--- src/rtl/tri_scheduler.sv ---
// tri_scheduler: per-frame triangle sequencer in front of the rasterizer.
// On each new_frame_in pulse it reads three vertex words per triangle from a
// vertex memory with RD_LAT cycles of read latency. It assembles them into
// {v2,v1,v0} and hands each triangle over with a valid/ready handshake.
//
// Ports:
//   clk_in          pixel clock
//   rst_in          synchronous reset, active low
//   new_frame_in    frame-start pulse
//   mem_addr_out    vertex read address (holds its last value between reads)
//   mem_rd_out      read strobe, one vertex per cycle while fetching
//   mem_data_in     vertex word {x,y,z}, valid RD_LAT cycles after the read
//   tri_out         assembled triangle {v2,v1,v0}
//   tri_valid_out   tri_out holds a complete triangle
//   tri_ready_in    rasterizer accepts the triangle
//   obj_done_out    one-cycle pulse after the last triangle is accepted
//   busy_out        high whenever the sequencer is not idle
//   frame_drop_out  one-cycle pulse when a frame start is ignored
//   tri_count_out   triangles accepted in the current frame
module tri_scheduler #(
   parameter int unsigned NUM_TRIS = 12,
   parameter int unsigned COORD_W  = 32,
   parameter int unsigned RD_LAT   = 2,
   parameter int unsigned ADDR_W   = $clog2(3 * NUM_TRIS)
) (
   input  logic                           clk_in,
   input  logic                           rst_in,
   input  logic                           new_frame_in,
   output logic [ADDR_W-1:0]              mem_addr_out,
   output logic                           mem_rd_out,
   input  logic [3*COORD_W-1:0]           mem_data_in,
   output logic [9*COORD_W-1:0]           tri_out,
   output logic                           tri_valid_out,
   input  logic                           tri_ready_in,
   output logic                           obj_done_out,
   output logic                           busy_out,
   output logic                           frame_drop_out,
   output logic [$clog2(NUM_TRIS+1)-1:0]  tri_count_out
);

   localparam int unsigned CNT_W = $clog2(NUM_TRIS + 1);
   localparam int unsigned VW    = 3 * COORD_W;

   localparam logic [2:0] IDLE    = 3'd0;
   localparam logic [2:0] FETCH   = 3'd1;
   localparam logic [2:0] WAIT    = 3'd2;
   localparam logic [2:0] PRESENT = 3'd3;
   localparam logic [2:0] DONE    = 3'd4;

   localparam logic [CNT_W-1:0] LAST_TRI = CNT_W'(NUM_TRIS - 1);

   logic [2:0]              state_q, state_d;
   logic [1:0]              slot_q;
   logic [ADDR_W-1:0]       addr_q;
   logic [CNT_W-1:0]        count_q;
   logic                    drop_q;
   logic [VW-1:0]           v0_q, v1_q, v2_q;
   // Read-valid pipeline: each in-flight read carries the vertex slot it fills.
   logic [RD_LAT-1:0]       vld_q;
   logic [RD_LAT-1:0][1:0]  tag_q;

   logic       start;
   logic       handshake;
   logic       ret_valid;
   logic [1:0] ret_slot;
   logic       in_frame;

   always_comb begin
      in_frame  = (state_q == FETCH) || (state_q == WAIT) || (state_q == PRESENT);
      // A frame start is only honoured when idle or in the final DONE cycle.
      start     = new_frame_in && ((state_q == IDLE) || (state_q == DONE));
      handshake = (state_q == PRESENT) && tri_ready_in;
      ret_valid = vld_q[RD_LAT-1];
      ret_slot  = tag_q[RD_LAT-1];
   end

   always_comb begin
      state_d = state_q;
      case (state_q)
         IDLE:    if (new_frame_in) state_d = FETCH;
         FETCH:   if (slot_q == 2'd2) state_d = WAIT;
         WAIT:    if (ret_valid && (ret_slot == 2'd2)) state_d = PRESENT;
         PRESENT: if (tri_ready_in) state_d = (count_q == LAST_TRI) ? DONE : FETCH;
         DONE:    state_d = new_frame_in ? FETCH : IDLE;
         default: state_d = IDLE;
      endcase
   end

   always_ff @(posedge clk_in) begin
      if (!rst_in) begin
         state_q <= IDLE;
         slot_q  <= '0;
         addr_q  <= '0;
         count_q <= '0;
         drop_q  <= 1'b0;
         v0_q    <= '0;
         v1_q    <= '0;
         v2_q    <= '0;
         vld_q   <= '0;
         tag_q   <= '0;
      end else begin
         state_q <= state_d;
         drop_q  <= new_frame_in && in_frame;

         if (start) begin
            addr_q  <= '0;
            count_q <= '0;
            slot_q  <= '0;
         end else if (state_q == FETCH) begin
            if (slot_q != 2'd2) begin
               slot_q <= slot_q + 2'd1;
               addr_q <= addr_q + ADDR_W'(1);
            end
         end else if (handshake) begin
            count_q <= count_q + CNT_W'(1);
            // addr_q sits on 3t+2, so one more step is the next triangle's v0.
            if (count_q != LAST_TRI) begin
               addr_q <= addr_q + ADDR_W'(1);
               slot_q <= '0;
            end
         end

         vld_q[0] <= mem_rd_out;
         tag_q[0] <= slot_q;
         for (int i = 1; i < int'(RD_LAT); i++) begin
            vld_q[i] <= vld_q[i-1];
            tag_q[i] <= tag_q[i-1];
         end

         if (ret_valid) begin
            case (ret_slot)
               2'd0:    v0_q <= mem_data_in;
               2'd1:    v1_q <= mem_data_in;
               default: v2_q <= mem_data_in;
            endcase
         end
      end
   end

   assign mem_addr_out   = addr_q;
   assign mem_rd_out     = (state_q == FETCH);
   assign tri_out        = {v2_q, v1_q, v0_q};
   assign tri_valid_out  = (state_q == PRESENT);
   assign obj_done_out   = (state_q == DONE);
   assign busy_out       = (state_q != IDLE);
   assign frame_drop_out = drop_q;
   assign tri_count_out  = count_q;

endmodule

--- config.mk ---
export PLATFORM = sky130hd
export DESIGN_NAME = tri_scheduler
export DESIGN_NICKNAME = d
export VERILOG_FILES = /design/src/rtl/tri_scheduler.sv
export SDC_FILE = /design/constraint.sdc
export NUM_CORES = 1
export LEC_CHECK = 0
export CORE_ASPECT_RATIO = 1.75
export CORE_MARGIN = 5
export CORE_UTILIZATION = 49
export DETAILED_ROUTE_END_ITERATION = 6
export GPL_ROUTABILITY_DRIVEN = 0
export PLACE_DENSITY_LB_ADDON = 0.3
export SLEW_MARGIN = 40
export SYNTH_ARGS = -nofsm -noshare
export SYNTH_HDL_FRONTEND = slang
export SYNTH_SLANG_ARGS = --single-unit
--- constraint.sdc ---
create_clock -name clk_in -period 2.49 [get_ports clk_in]
set_input_delay 0.498 -clock clk_in [delete_from_list [all_inputs] [get_ports clk_in]]
set_output_delay 0.498 -clock clk_in [all_outputs]
set_load 0.05 [all_outputs]
* Yosys cells after proc, flatten, opt, wreduce, memory -nomap -nowiden *
Cells that the tools add are included.

word-level totals
  bits in registers = 310
  bits in latches = 0
  memory bits (writable) = 0
  memory bits (read-only) = 0
  input port bits = 100
  logic and storage cells = 67
  memories kept = 0

cells by class
  add/sub/neg operators = 3
  $mul = 0
  div/mod/pow operators = 0
  magnitude comparators = 0
  equal/unequal tests = 15
  shift-type cells = 0
  muxes and demuxes = 15
  bitwise operators = 3
  reduce and logical (&&, ||, !) cells = 20

operators by type and width
  operator               count
  $mux W6                4
  $mux W3                5
  $pmux W3 S5            1
  $mux W2                4
  $ne A2 B1 Y1 const B   4
  $reduce_and A2 Y1      4
  $add A6 B1 Y6 const B  1
  $eq A3 B2 Y1 const B   2
  $add A4 B1 Y4 const B  1
  $eq A2 B2 Y1 const B   2
  $eq A4 B4 Y1 const B   1
  $logic_and A1 B1 Y1    4
  $ne A2 B2 Y1 const B   2
  $ne A4 B4 Y1 const B   1
  $reduce_and A4 Y1      1
  $reduce_bool A2 Y1     2
  $reduce_or A2 Y1       2
  $eq A3 B1 Y1 const B   1
  $eq A3 B3 Y1 const B   1
  $logic_not A3 Y1       1
  $logic_or A1 B1 Y1     3
  $not A1 Y1             3
  $reduce_and A3 Y1      1
  $reduce_bool A3 Y1     1
  other kinds (4)        4

* Longest topological paths before layout *
  depth in word-level cells = 4
  mapped depth = 7
  gate-level depth less buffers = 6

* Worst setup path before layout *
No wires, ideal clock.

  kind = register -> register
  from = register count_q[0], in the netlist tri_count_out[0]
  to = register addr_q[1], in the netlist mem_addr_out[1]
  library setup time = 128 ps
  data arrival time = 1642 ps
  required time = 2362 ps
  path slack = 720 ps
  stages on the path, launching flop included = 7
  buffers on the path = 1
  clock period less this slack = 1770 ps
  path through = dfxtp_1 ha_1 nand3b_2 a22oi_4 buf_2 mux2i_1 nor2_1

between the ends
  longest elaborated chain between the ends = 3

RTL lines
  item                          RTL line  RTL
  from (decl)                   55        logic [CNT_W-1:0] count_q;
  from (signal assigned)        115       count_q <= count_q + CNT_W'(1);
  $ne A4 B4 Y1                  117       if (count_q != LAST_TRI) begin
  $reduce_bool A2 Y1 (no line)  -
  $reduce_and A3 Y1 (no line)   -
  to (signal assigned)          112       addr_q <= addr_q + ADDR_W'(1);
  to (signal assigned)          118       addr_q <= addr_q + ADDR_W'(1);
  to (decl)                     54        logic [ADDR_W-1:0] addr_q;

No other way between the ends.
A chain may end at the register's enable or synchronous reset.

* Final worst setup path *
  from = register addr_q[2], in the netlist mem_addr_out[2]
  to = output mem_addr_out[2]

RTL lines
  item       RTL line  RTL
  to (decl)  29        output logic [ADDR_W-1:0] mem_addr_out,

No word-level cell between the ends.

==> metrics.yaml <==
cells_and_area:
  num_antenna_cells: 0
  fillCellCount: 1791
  stdcell_area_um2: 16600
  area_growth_pct: 45.4
  drive_gt1_frac: 0.0424
  nNetsFinal: 1805
  finalNonFillerCells: 2026
run_status:
  outcome: "complete, no violations"
global_route:
  grt_pass1_wl_mm: 55.8
  antenna_found_initial: 0
  grt_use_met3: 0.0890
  overflow: 0
  busiest_layer: "met2"
  grt_pass1_vias: 10218
  use_met2: 0.479
  grt_max_degree: 92
  grt_use_total: 0.259
  met1_usage: 0.268
power_and_ir_drop:
  seqPwrFrac: 0.491
  p_leak_uw: 0.00567
  cell_internal_pwr_uw: 7960
  ir_drop_mv: 0.578
  swShare: 0.225
  power_density_nw_per_um2: 617
  combinationalPowerShare: 0.076
  p_switching_uw: 2310
  total_power_uw: 10300
  clkPwrFrac: 0.433
setup_path:
  crit_arrival_ps: 1800
  critPathBufInv: 1
  critPathMaxFanout: 5
  cp-start-kind: "flop"
  path_class: "reg -> out"
  required_ps: 1990
  crit_path_end_kind: "primary output"
  cp_top_family: "buffers and inverters"
  slowest_delay_ps: 840
  r2r_setup_slack_ps: 650
  cpMaxStageDelayCell: "clkdlybuf4s50_1"
  cp_cell_sequence: "clkdlybuf4s50_1"
logic_synthesis:
  yosysWarnings: 0
  synth_commonest_cells: "582 x nand2_1, 310 x dfxtp_1, 232 x a21boi_1"
  ys.flop_type: "dfxtp_1"
  synth_area_leaders: "dfxtp_1 54%, nand2_1 19%, a21boi_1 15%, a21boi_0 3.7%, clkbuf_1 2.5%"
  netlist.area_leader.share: 0.542
  synth_most_common_cell: "nand2_1"
  post_synth.cell_area_avg_um2: 8.44
  syn-cell-area_um2: 11400
  synth-seq-cells: 310
  synthesis.instances: 1356
  ys_async_sr_fraction: 0
  synth_edf_count: 0
  syn_nets: 1459
  synth.yosys.seq_area_share: 0.542
  ys_types: 38
  yosysTopAreaCell: "dfxtp_1"
timing:
  slew_headroom: 0.554
  worst_slack_ps: 194
  max_freq_mhz: 435
  slew_viol_final: 0
  fin_crit_ps: 2300
  hold_viol: 0
  tightest_slew_ps: 670
  setup_tns_ps: 0
  finClkSkew_ps: 8.81
  setup_viol: 0
  rsz0062_at_grt: "no"
  fin_crit_sh: 0.922
place:
  dp.cells: 1976
  place_hpwl_mm: 24.6
  pre_cts_ws_ps: 278
  io_buffers: 402
  place_area_um2: 15700
clock_tree:
  cts_tree: "built"
  htreeDepth: 1
  cts.clk_slew.worst_paths_ps: 70
  cts_buffer_depth: 3
  clk_latency_ps: 540
  cts_buffers: 28
  clockRootBuffer: "clkbuf_16"
  clock-sinks: 310
  cts_hold_buf: 0
floorplan:
  initial_utilization: 0.493
  die_w_um: 126
  io_pins: 403
  dieArea_um2: 26600
  design.core.area_um2: 23200
  placementRows: 74
  die_h_um: 212
job:
  max_cap_viol_count: 0
drt:
  num_vias: 10490
  first_iter_violations: 614
  drtPass1Iterations: 6
  wl_per_cell_um: 17.8
  postRouteAntennaNets: 0
  viasPerCell: 5.18
  remaining_drc_errors: 0
  drt_wl_total_mm: 36.1
hold_path:
  hold_class: "in -> reg"
## flip-flops by register name, summed over array words and instances, names as in the netlist
name / cells
v0_q: 96
v1_q: 96
v2_q: 96
mem_addr_out: 6
tri_count_out: 4
state_q: 3
ret_slot: 2
slot_q: 2
tag_q: 2
vld_q: 2
frame_drop_out: 1
## per-layer routing
metal  routed length [µm]  vias up
li1                     -     5046
met1                12500     4958
met2                18600      409
met3                 3510       77
met4                 1450        0
met5                    0        -
## timing repair
item | in CTS | in global routing
resized for setup | 3 | 0
hold endpoints to repair | 0 | 0
endpoints found under the setup margin | 3 | 0
setup buffers | 0 | 0
## through the flow
stage | hold WS, ps | util
after floorplan | 412 | -
after detailed placement | 435 | 0.675
after global routing | 462 | 0.716
after global placement | 414 | 0.675
after CTS | 420 | 0.716
final | 427 | 0.716
## final cells by class
cell class                      count  area [µm²]  area share
Tap cell                          304         380      0.0229
Inverter                            5        23.8     0.00143
Multi-Input combinational cell    939        4840       0.291
Clock inverter                     11         130     0.00782
Clock buffer                       39         823      0.0495
Sequential cell                   310        6210       0.373
Timing Repair Buffer              418        4240       0.255
## cells by family (layout without fill, tap and decap cells)
kind of cell,Yosys count,in the layout,synth area share
AND/OR/NAND/NOR,626,626,0.214
XOR/XNOR,4,4,0.00306
adder cells (fa/ha/maj),3,3,0.00328
AO/OA/AOI/OAI,304,304,0.198
multiplexers,2,2,0.00175
buffers and inverters,107,473,0.0372
flip-flops,310,310,0.542
## power groups by stage
| stage | sequential [µW] | combinational [µW] | clock [µW] |
|---|---|---|---|
| 2_1_floorplan | 5310 | 237 | 0 |
| 3_3_place_gp | 5150 | 774 | 0 |
| 3_5_place_dp | 5150 | 779 | 0 |
| 4_1_cts | 5040 | 784 | 4530 |
| 5_1_grt | 5040 | 822 | 4730 |
| 6_report | 5040 | 781 | 4450 |
## final timing paths
| check | from | to | depth (start not counted) |
|---|---|---|---|
| max | mem_addr_out[2]$_SDFFE_PP0P_ | mem_addr_out[2] | 1 |
| min | rst_in | v2_q[33]$_SDFFE_PN0P_ | 2 |
| max reg2reg | state_q[0]$_SDFFE_PN0P_ | mem_addr_out[3]$_SDFFE_PP0P_ | 6 |
| min reg2reg | tag_q[0]$_SDFF_PN0_ | ret_slot[0]$_SDFF_PN0_ | 1 |
## layout by cell type (no fill, tap or decap), types with 3 or more instances in the layout
| cell | n |
|---|---|
| clkbuf_1 | 4 |
| a21boi_1 | 232 |
| dlygate4sd2_1 | 3 |
| clkbuf_16 | 29 |
| nor2_1 | 12 |
| bufinv_16 | 3 |
| clkbuf_8 | 6 |
| and2_1 | 7 |
| nand2_1 | 581 |
| a21oi_1 | 7 |
| xor2_1 | 3 |
| ha_1 | 3 |
| dfxtp_1 | 310 |
| clkinv_2 | 8 |
| or3_1 | 5 |
| a21boi_0 | 56 |
| nor3_1 | 3 |
| inv_1 | 4 |
| clkdlybuf4s50_1 | 397 |
| buf_4 | 9 |
| o21ai_1 | 3 |
| buf_12 | 8 |
(Power assumes the default switching activity.)
